**src/rtl/axis_stall_detector.sv**
```systemverilog
// Per-channel AXI-Stream stall detector: flags a channel once it has been stalled
// for STALL_LIMIT consecutive cycles and latches the first channel to block.
module axis_stall_detector #(
    parameter int unsigned       N_CH        = 2,
    parameter logic [N_CH-1:0]   RD_MASK     = N_CH'(1),
    parameter int unsigned       STALL_LIMIT = 1024,
    parameter int unsigned       CNT_W       = $clog2(STALL_LIMIT + 1),
    parameter int unsigned       IDX_W       = (N_CH > 1) ? $clog2(N_CH) : 1
) (
    input  logic              clock,
    input  logic              reset_n,
    input  logic              enable,
    input  logic              clear,
    input  logic [N_CH-1:0]   ch_tvalid,
    input  logic [N_CH-1:0]   ch_tready,
    output logic [N_CH-1:0]   axis_block_sigs,
    output logic              any_block,
    output logic              first_block_valid,
    output logic [IDX_W-1:0]  first_block_idx,
    output logic [31:0]       first_block_cycle
);

    localparam logic [CNT_W-1:0] LIMIT    = CNT_W'(STALL_LIMIT);
    localparam logic [CNT_W-1:0] LIMIT_M1 = CNT_W'(STALL_LIMIT - 1);

    typedef enum logic {
        ST_IDLE     = 1'b0,
        ST_CAPTURED = 1'b1
    } state_t;

    logic [N_CH-1:0][CNT_W-1:0] r_cnt;
    logic [31:0]                r_cycle;
    logic [IDX_W-1:0]           r_idx;
    logic [31:0]                r_cap_cycle;
    state_t                     r_state;
    state_t                     w_next_state;
    logic [N_CH-1:0]            w_stall;
    logic [N_CH-1:0]            w_entering;
    logic [IDX_W-1:0]           w_first_idx;
    logic                       w_capture;

    // Read-side ports stall when starved, write-side ports when backpressured.
    always_comb begin
        w_stall    = '0;
        w_entering = '0;
        for (int i = 0; i < int'(N_CH); i++) begin
            w_stall[i]    = RD_MASK[i] ? (ch_tready[i] & ~ch_tvalid[i])
                                       : (ch_tvalid[i] & ~ch_tready[i]);
            w_entering[i] = enable & w_stall[i] & (r_cnt[i] == LIMIT_M1);
        end
    end

    always_ff @(posedge clock or negedge reset_n) begin
        if (!reset_n) begin
            r_cnt <= '0;
        end else begin
            for (int i = 0; i < int'(N_CH); i++) begin
                if (clear || !enable) begin
                    r_cnt[i] <= '0;
                end else if (w_stall[i]) begin
                    if (r_cnt[i] != LIMIT) begin
                        r_cnt[i] <= r_cnt[i] + CNT_W'(1);
                    end
                end else begin
                    r_cnt[i] <= '0;
                end
            end
        end
    end

    always_ff @(posedge clock or negedge reset_n) begin
        if (!reset_n) begin
            r_cycle <= '0;
        end else if (clear) begin
            r_cycle <= '0;
        end else begin
            r_cycle <= r_cycle + 32'd1;
        end
    end

    always_comb begin
        axis_block_sigs = '0;
        for (int i = 0; i < int'(N_CH); i++) begin
            axis_block_sigs[i] = (r_cnt[i] == LIMIT);
        end
    end

    assign any_block = |axis_block_sigs;

    // Scan downwards so the lowest entering channel wins.
    always_comb begin
        w_first_idx = '0;
        for (int i = int'(N_CH) - 1; i >= 0; i--) begin
            if (w_entering[i]) begin
                w_first_idx = IDX_W'(i);
            end
        end
    end

    always_ff @(posedge clock or negedge reset_n) begin
        if (!reset_n) begin
            r_state <= ST_IDLE;
        end else begin
            r_state <= w_next_state;
        end
    end

    always_comb begin
        w_next_state = r_state;
        case (r_state)
            ST_IDLE:     if (w_capture) w_next_state = ST_CAPTURED;
            ST_CAPTURED: if (clear)     w_next_state = ST_IDLE;
            default:                    w_next_state = ST_IDLE;
        endcase
    end

    always_comb begin
        first_block_valid = (r_state == ST_CAPTURED);
        w_capture         = (r_state == ST_IDLE) && !clear && (|w_entering);
    end

    // Capture uses the cycle count before this edge's increment.
    always_ff @(posedge clock or negedge reset_n) begin
        if (!reset_n) begin
            r_idx       <= '0;
            r_cap_cycle <= '0;
        end else if (clear) begin
            r_idx       <= '0;
            r_cap_cycle <= '0;
        end else if (w_capture) begin
            r_idx       <= w_first_idx;
            r_cap_cycle <= r_cycle;
        end
    end

    assign first_block_idx   = r_idx;
    assign first_block_cycle = r_cap_cycle;

endmodule
```
**config.mk**
```make
export PLATFORM = sky130hd
export DESIGN_NAME = axis_stall_detector
export DESIGN_NICKNAME = d
export VERILOG_FILES = /design/src/rtl/axis_stall_detector.sv
export SDC_FILE = /design/constraint.sdc
export NUM_CORES = 1
export LEC_CHECK = 0
export ABC_AREA = 1
export ABC_CLOCK_PERIOD_IN_PS = 1400
export BUFFER_PORTS_ARGS = -buffer_cell sky130_fd_sc_hd__clkbuf_2
export CAP_MARGIN = 5
export CORE_ASPECT_RATIO = 0.5
export CORE_MARGIN = 3
export CORE_UTILIZATION = 53
export CTS_CLUSTER_DIAMETER = 30
export DETAILED_ROUTE_END_ITERATION = 12
export GPL_ROUTABILITY_DRIVEN = 0
export PLACE_DENSITY = 0.76
export SLEW_MARGIN = 10
export SYNTH_ARGS = -nofsm -noshare
export SYNTH_HDL_FRONTEND = slang
export SYNTH_SLANG_ARGS = --single-unit
```
**constraint.sdc**
```tcl
create_clock -name clock -period 1.4 [get_ports clock]
set_input_delay 0.28 -clock clock [delete_from_list [all_inputs] [get_ports clock]]
set_output_delay 0.28 -clock clock [all_outputs]
set_load 0.02 [all_outputs]
```
# ---- Yosys cells after proc, flatten, opt, wreduce, memory -nomap -nowiden
# Index checks and enable logic that the tools add are counted.
dict set report word_totals {
  register_bits 88
  out_inout_bits 37
  wordCells 50
}
dict set report op_classes {
  add_sub_neg 3
  n_eq_ne 8
  n_mux 16
  bitwise 9
  reduce_logical 8
}
# operator n
set ops {}
lappend ops {{two-way mux 32 bit} 3}
lappend ops {{two-way mux 11 bit} 6}
lappend ops {{adder 32 x 1 -> 32 bit, second input constant} 1}
lappend ops {{adder 11 x 1 -> 11 bit, second input constant} 2}
lappend ops {{equality test 11 x 10 -> 1 bit, second input constant} 2}
lappend ops {{equality test 11 bit, second input constant} 2}
lappend ops {{!= test 11 bit, second input constant} 2}
lappend ops {{bitwise AND 1 bit} 6}
lappend ops {{two-way mux 1 bit} 6}
lappend ops {{!= test 3 x 1 -> 1 bit, second input constant} 2}
lappend ops {{OR reduction 2 bit} 2}
lappend ops {{NOT 1 bit} 3}
lappend ops {{logical AND 1 bit} 2}
lappend ops {{logical NOT 1 bit} 2}
lappend ops {{one-hot mux 1 bit (2 select lines)} 1}
lappend ops {{nonzero test 2 bit} 1}
lappend ops {{logical OR 1 bit} 1}

# ---- Longest topological paths before layout
# Gate-level depths: netlist (run 1).
dict set report depth {
  ltp_word 8
  mapped_depth 10
  depth_no_buf 9
}

# ---- Worst setup path after synthesis (run 1)
# Ideal clock, no wire load.
dict set report synth_path {
  path_type {register to register}
  startpoint {register r_cnt[0] (netlist bit)}
  endpoint {register r_cap_cycle[17] (netlist: first_block_cycle[17])}
  arrival_time_ns 1.271
  t_required_ns 1.281
  path_slack_ns 0.010
  path_stages_with_launch 10
  n_path_buf 1
  path_cell_list {dfrtp_1 -> ha_1 -> nand2_1 -> inv_2 -> nand2_2 -> nor2_4 -> nand3b_4 -> buf_2 -> nand4_1 -> nand2_1}
}
dict set report synth_via {
  elab_chain_cells 5
}
# element line
set synth_lines {}
lappend synth_lines {{start, declared} 31} ;# logic [N_CH-1:0][CNT_W-1:0] r_cnt;
lappend synth_lines {{start signal, assigned by index} 62} ;# r_cnt[i] <= r_cnt[i] + CNT_W'(1);
lappend synth_lines {{equality test 11 x 10 -> 1 bit} 49} ;# w_entering[i] = enable & w_stall[i] & (r_cnt[i] == LIMIT_M1);
lappend synth_lines {{bitwise AND 1 bit} 49}
lappend synth_lines {{OR reduction 2 bit} 119} ;# w_capture = (r_state == ST_IDLE) && !clear && (|w_entering);
lappend synth_lines {{logical AND 1 bit} 119}
lappend synth_lines {{nonzero test 2 bit (no source line)} n/a}
lappend synth_lines {{end signal, assigned} 132} ;# r_cap_cycle <= r_cycle;
lappend synth_lines {{end, declared} 34} ;# logic [31:0] r_cap_cycle;
# No other way between the ends.
# A chain may end at the register's enable or synchronous reset.

# ---- Final worst setup path (run 1)
dict set report layout_path {
  startpoint {register r_cnt[11] (netlist bit)}
  endpoint {output port any_block}
}
dict set report layout_via {
  elab_chain_cells 2
}
# element line
set layout_lines {}
lappend layout_lines {{equality test 11 bit} 84} ;# axis_block_sigs[i] = (r_cnt[i] == LIMIT);
lappend layout_lines {{OR reduction 2 bit} 88} ;# assign any_block = |axis_block_sigs;
lappend layout_lines {{end, declared} 17} ;# output logic any_block,
# No other way between the ends.

==> reports/metrics.csv, run 1 <==
metric,value,unit
status,"complete, but fails checks",
hold-worst-slack,0.318,ns
setup_tns,-16.07,ns
drc_errors,0,
dieArea,9730,um2
crit_required,1.12,ns
num_io_pins,45,
ys_top_cells_by_area,"dfrtp_1 (49%), nand2_1 (16%), nor2_1 (7.5%)",
slowest_delay,0.41,ns
drive_above_1_share,45.2,%
synthMuxAreaShare,0,%
place_area,5270,um2
cp-start-kind,flop,
max_freq,532,MHz
dpl.hpwl,8070,um
clock_skew,0.00967,ns
synth_top_family_by_area,simple AND/OR/NAND/NOR gates,
drtIter0Drc,888,
port_buffers,44,
fin_util,84.3,%
start_util,55.4,%
tightest_slew,0.512,ns
clkPwrFrac,46.9,%
synth.cells.most_frequent,"nand2_1 (193), nor2_1 (90), dfrtp_1 (88), inv_1 (55), nand4_1 (37)",
cts_tree,done,
synth_compound_area_share,5.52,%
critPathMaxFanout,3,
cp_data_arrival_time,1.60,ns
first_pass_iters,8,
hp-class,primary input to asynchronous set/reset pin,
violations,negative setup slack,
final_cells,860,
avgSynthCellArea,7.61,um2
finalSetupViolCount,71,
grt_max_degree,46,
fin_crit,1.88,ns
wl,17800,um
fin_area,6870,um2
end_kind,output port,
vias_per_cell,6.20,
crit_path_top_delay_cell,dfrtp_1,
diodes,0,
p_int,4050,uW
wire_per_inst,20.7,um
grt_pass1_wl,20800,um
slew_headroom,65.9,%
swShare,22.7,%
die_h,71.3,um
power.share.combinational,4.2,%
cpLargestDelayFamily,simple AND/OR/NAND/NOR gates,
numCtsBuffers,9,
switching_power,1190,uW
num_rows,23,
clkLatencyLatePin,0.35,ns
max-cap-violations,0,
synth_top_area_cell,dfrtp_1,
core,8140,um2
ys_seq_area_share,48.8,%
grt_pass1_vias,4357,
finalWorstSetupSlack,-0.478,ns
drv_slew,0,
power_frac_seq,48.9,%
rsz0062_at_grt,yes,
grt_remaining_overflow,0,
synth-simple-area-share,36.1,%
yosys.area.top_type_share,48.8,%
nFillCells,378,
period_share,134,%
clkSlewWorstSetupHoldPaths,0.07,ns
clock_tree.root_cell,clkbuf_16,
fin_nets,757,
ir_worst_vdd,0.740,mV
synth_nets,606,
clock_sink_count,88,
antenna_found_initial,0,
clock_path_buffers,2,
cp_num_buf_inv,2,
ys_ff_latch,88,
hold_viol_final,0,
syn_area,4510,um2
die_w,137,um
power_density,762,nW/um2
path_cells,"inv_2, ha_4, nand2_2, nor3_2, nand2_2, nand2_1, clkbuf_8",
synth_most_common_cell,nand2_1,
synth_edf_count,0,
vias,5335,
p_leak,0.00348,uW
area_growth,52.2,%
synth.distinct_cells,33,
dp_cells,791,
async_flop_share,100,%
ant_nets,0,
htreeDepth,3,
synth-xor-area-share,1.16,%
synth-adder-area-share,1.39,%
path_class,flop to output port,
grtUsageTotal,26.9,%
syn_inst,593,
synth_ff_type,dfrtp_1,
ys_warn_count,0,
path_common_cell,nand2_2,
-- worst paths after layout --
kind	startpoint	to	slack [ns]	cells past startpoint
worst min register to register	r_cycle[13]	r_cycle[13]	0.52	1
worst max-delay path	r_cnt[11]	any_block	-0.48	7
worst max register to register	r_cnt[1]	first_block_cycle[15]	-0.37	12
min in group clock	clear	r_cnt[21]	0.46	4
max in group asynchronous	reset_n	r_cycle[26]	0.54	3
worst min-delay path	reset_n	r_cnt[17]	0.32	2
-- logic make-up (layout without fill, tap and decap cells) --
logic type,Yosys count,in the layout
AO/OA/AOI/OAI,47,47
buffers and inverters,76,231
adder cells (fa/ha/maj),5,5
AND/OR/NAND/NOR,371,371
flip-flops,88,88
XOR/XNOR,6,6
-- cells in the final DEF, fill, tap and decap left out, drive strengths merged --
cell type,instances
a21o,1
a21oi,22
a31oi,1
buf,113
bufinv,1
clkbuf,54
clkinv,2
clkinvlp,1
dfrtp,88
dlygate4sd3,1
ha,5
inv,59
nand2,195
nand3,27
nand3b,2
nand4,37
nor2,97
nor3,11
nor3b,1
o211ai,1
o21a,2
o21ai,19
o21bai,1
or2,1
xnor2,3
xor2,3
-- layer usage --
metal / track usage, % / wire length [um] / up-vias
li1: - / - / 2201
met1: 36.0 / 6480 / 2512
met2: 44.3 / 8230 / 465
met3: 5.75 / 1850 / 157
met4: 8.83 / 1240 / 0
met5: 0 / 0 / -
-- flip-flops by register name, summed over array words and instances (netlist names) --
signal,flops
first_block_idx,1
r_cycle,32
first_block_valid,1
first_block_cycle,32
r_cnt,22
-- timing repair --
item	CTS	global route
buffers inserted	17	35
setup endpoints to repair	55	77
gates resized for setup	42	217
hold endpoints to repair	9	0
pin swaps	14	65
cloned	2	1
hold buffers	1	0
-- stage by stage --
step	power, uW	worst slack (ns)
CTS	5140	-0.421
detailed placement	2780	-0.126
global route	5360	-0.657
floorplan	2670	0.0104
finish	5230	-0.478
global placement	2770	-0.0653
-- area by class of cell --
cell class | count | area [um2] | area share [%]
well taps | 112 | 140 | 2.04
clock inverters | 3 | 42.5 | 0.619
clock buffers | 12 | 246 | 3.59
repair buffers | 156 | 1380 | 20.0
multi-input cells | 429 | 2610 | 38.1
inverters | 60 | 231 | 3.37
flip-flops and latches | 88 | 2220 | 32.3
-- power groups by stage --
stage                     logic [uW]  registers [uW]  clock network [uW]
final                            219            2560                2450
after global routing             237            2560                2560
after CTS                        183            2560                2400
after detailed placement         171            2610                   0
after global placement           167            2600                   0
after floorplan                 61.1            2610                   0
No activity file was read; power rests on OpenSTA's default activity.
==> run 2, diff against run 1 <==
--- a/config.mk
+++ b/config.mk
@@ -11,11 +11,13 @@
 export CAP_MARGIN = 5
 export CORE_ASPECT_RATIO = 0.5
 export CORE_MARGIN = 3
-export CORE_UTILIZATION = 53
+export CORE_UTILIZATION = 55
+export CTS_BUF_LIST = sky130_fd_sc_hd__clkbuf_4 sky130_fd_sc_hd__clkbuf_8
 export CTS_CLUSTER_DIAMETER = 30
 export DETAILED_ROUTE_END_ITERATION = 12
 export GPL_ROUTABILITY_DRIVEN = 0
-export PLACE_DENSITY = 0.76
+export PLACE_DENSITY = 0.78
+export SKIP_CTS_REPAIR_TIMING = 1
 export SLEW_MARGIN = 10
 export SYNTH_ARGS = -nofsm -noshare
 export SYNTH_HDL_FRONTEND = slang
==> reports/metrics.csv, run 2 (same netlist as run 1, synthesis figures left out) <==
metric,value,unit,change
seq_area,2210,um2,was 2220 um2
max_freq,558,MHz,was 532 MHz
drtIter0Drc,443,,was 888
fin_nets,726,,was 757
num_rows,22,,was 23
drive_above_1_share,34.0,%,was 45.2%
wire_per_inst,16.6,um,was 20.7 um
period_share,128,%,was 134%
vias,4674,,was 5335
end_kind,output port,,unchanged
num_io_pins,45,,unchanged
clock_sink_count,88,,unchanged
cp_data_arrival_time,1.51,ns,was 1.60 ns
hold-worst-slack,0.262,ns,was 0.318 ns
rsz0062_at_grt,yes,,unchanged
dpl.hpwl,8200,um,was 8070 um
hp-class,primary input to asynchronous set/reset pin,,unchanged
grt_pass1_vias,3975,,was 4357
cp-start-kind,flop,,unchanged
ir_worst_vdd,0.500,mV,was 0.740 mV
grt_remaining_overflow,0,,unchanged
final_cells,826,,was 860
wl,13700,um,was 17800 um
drc_errors,0,,unchanged
dieArea,9390,um2,was 9730 um2
fin_crit,1.79,ns,was 1.88 ns
htreeDepth,3,,unchanged
final_common_cell,nand2_1,,unchanged
crit_required,1.12,ns,about the same
dp_cells,788,,was 791
start_util,59.0,%,was 55.4%
clock_skew,0.0116,ns,was 0.00967 ns
multi_input_area,2360,um2,was 2610 um2
setup_tns,-12.50,ns,was -16.07 ns
area_growth,36.0,%,was 52.2%
ant_nets,0,,unchanged
path_class,flop to output port,,unchanged
die_w,134,um,was 137 um
vias_per_cell,5.66,,was 6.20
grt_max_degree,48,,was 46
port_buffers,44,,unchanged
max-cap-violations,0,,unchanged
clock_path_buffers,2,,unchanged
finalWorstSetupSlack,-0.391,ns,was -0.478 ns
preCtsSetupSlack,-0.147,ns,was -0.126 ns
numCtsBuffers,9,,unchanged
nFillCells,460,,was 378
status,"complete, but fails checks",,unchanged
slew_headroom,67.6,%,was 65.9%
cts_tree,done,,unchanged
clkLatencyLatePin,0.38,ns,was 0.35 ns
clkSlewWorstSetupHoldPaths,0.09,ns,was 0.07 ns
die_h,70.1,um,was 71.3 um
grtUsageTotal,24.4,%,was 26.9%
first_pass_iters,5,,was 8
power_density,780,nW/um2,was 762 nW/um2
diodes,0,,unchanged
violations,negative setup slack,,unchanged
clock_tree.root_cell,clkbuf_8,,was clkbuf_16
finalSetupViolCount,60,,was 71
hold_viol_final,0,,unchanged
antenna_found_initial,0,,unchanged
final_cell_mix,"nand2_1 (167), dfrtp_1 (81), buf_4 (65), nor2_1 (63), inv_1 (46)",,"was nand2_1 (123), buf_4 (77), dfrtp_1 (75), nor2_1 (60), nand2_2 (52)"
p_leak,0.00302,uW,was 0.00348 uW
drv_slew,0,,unchanged
critPathMaxFanout,3,,unchanged
core,7650,um2,was 8140 um2
grt_pass1_wl,18400,um,was 20800 um
tightest_slew,0.486,ns,was 0.512 ns
-- run 2: final timing paths --
check                       startpoint               endpoint  slack, ns  cells after the start
max in group asynchronous      reset_n            r_cycle[26]       0.68                      3
min in group clock               clear              r_cnt[21]       0.33                      4
min                            reset_n            r_cycle[19]       0.26                      2
min reg2reg                r_cycle[31]  first_block_cycle[31]       0.54                      2
max                           r_cnt[1]              any_block      -0.39                      7
max reg2reg                   r_cnt[0]   first_block_cycle[0]      -0.34                     12
-- run 2: final cells by class --
| cell class | instances | area share (%) |
|---|---|---|
| Inverter | 60 | 3.69 |
| Clock buffer | 11 | 2.36 |
| Clock inverter | 5 | 1.30 |
| Multi-Input combinational cell | 429 | 38.4 |
| Sequential cell | 88 | 36.0 |
| Tap cell | 108 | 2.20 |
| Timing Repair Buffer | 125 | 16.0 |
-- run 2: critical path, cell delays in order (launching register included) --
cell     delay [ns]
dfrtp_1        0.42
inv_2          0.09
ha_4           0.14
nand2_2        0.05
nor3_2         0.11
nand2_1        0.12
nand2_1        0.10
buf_6          0.12
-- run 2: power breakdown --
group	switching, uW	total (uW)	leakage, uW	internal (uW)
Combinational	133	202	0.00169	69.4
Clock	954	2030	0.000109	1070
Sequential	11.7	2560	0.00122	2550
-- run 2: per-layer routing --
metal | global-route usage [%] | vias up | part of all wire (%)
li1 | - | 2143 | -
met1 | 34.0 | 2231 | 42
met5 | 0 | - | 0
met3 | 5.83 | 45 | 8.0
met4 | 6.43 | 0 | 3.2
met2 | 38.5 | 255 | 47
-- run 2: stage by stage --
step                      instance area (um2)  total power, uW  utilization, %
after global routing                     6140             4920            80.2
after global placement                   5270             2770            68.9
after CTS                                5500             4750            71.8
after floorplan                          4510             2670               -
final                                    6140             4790            80.2
after detailed placement                 5270             2770            68.9
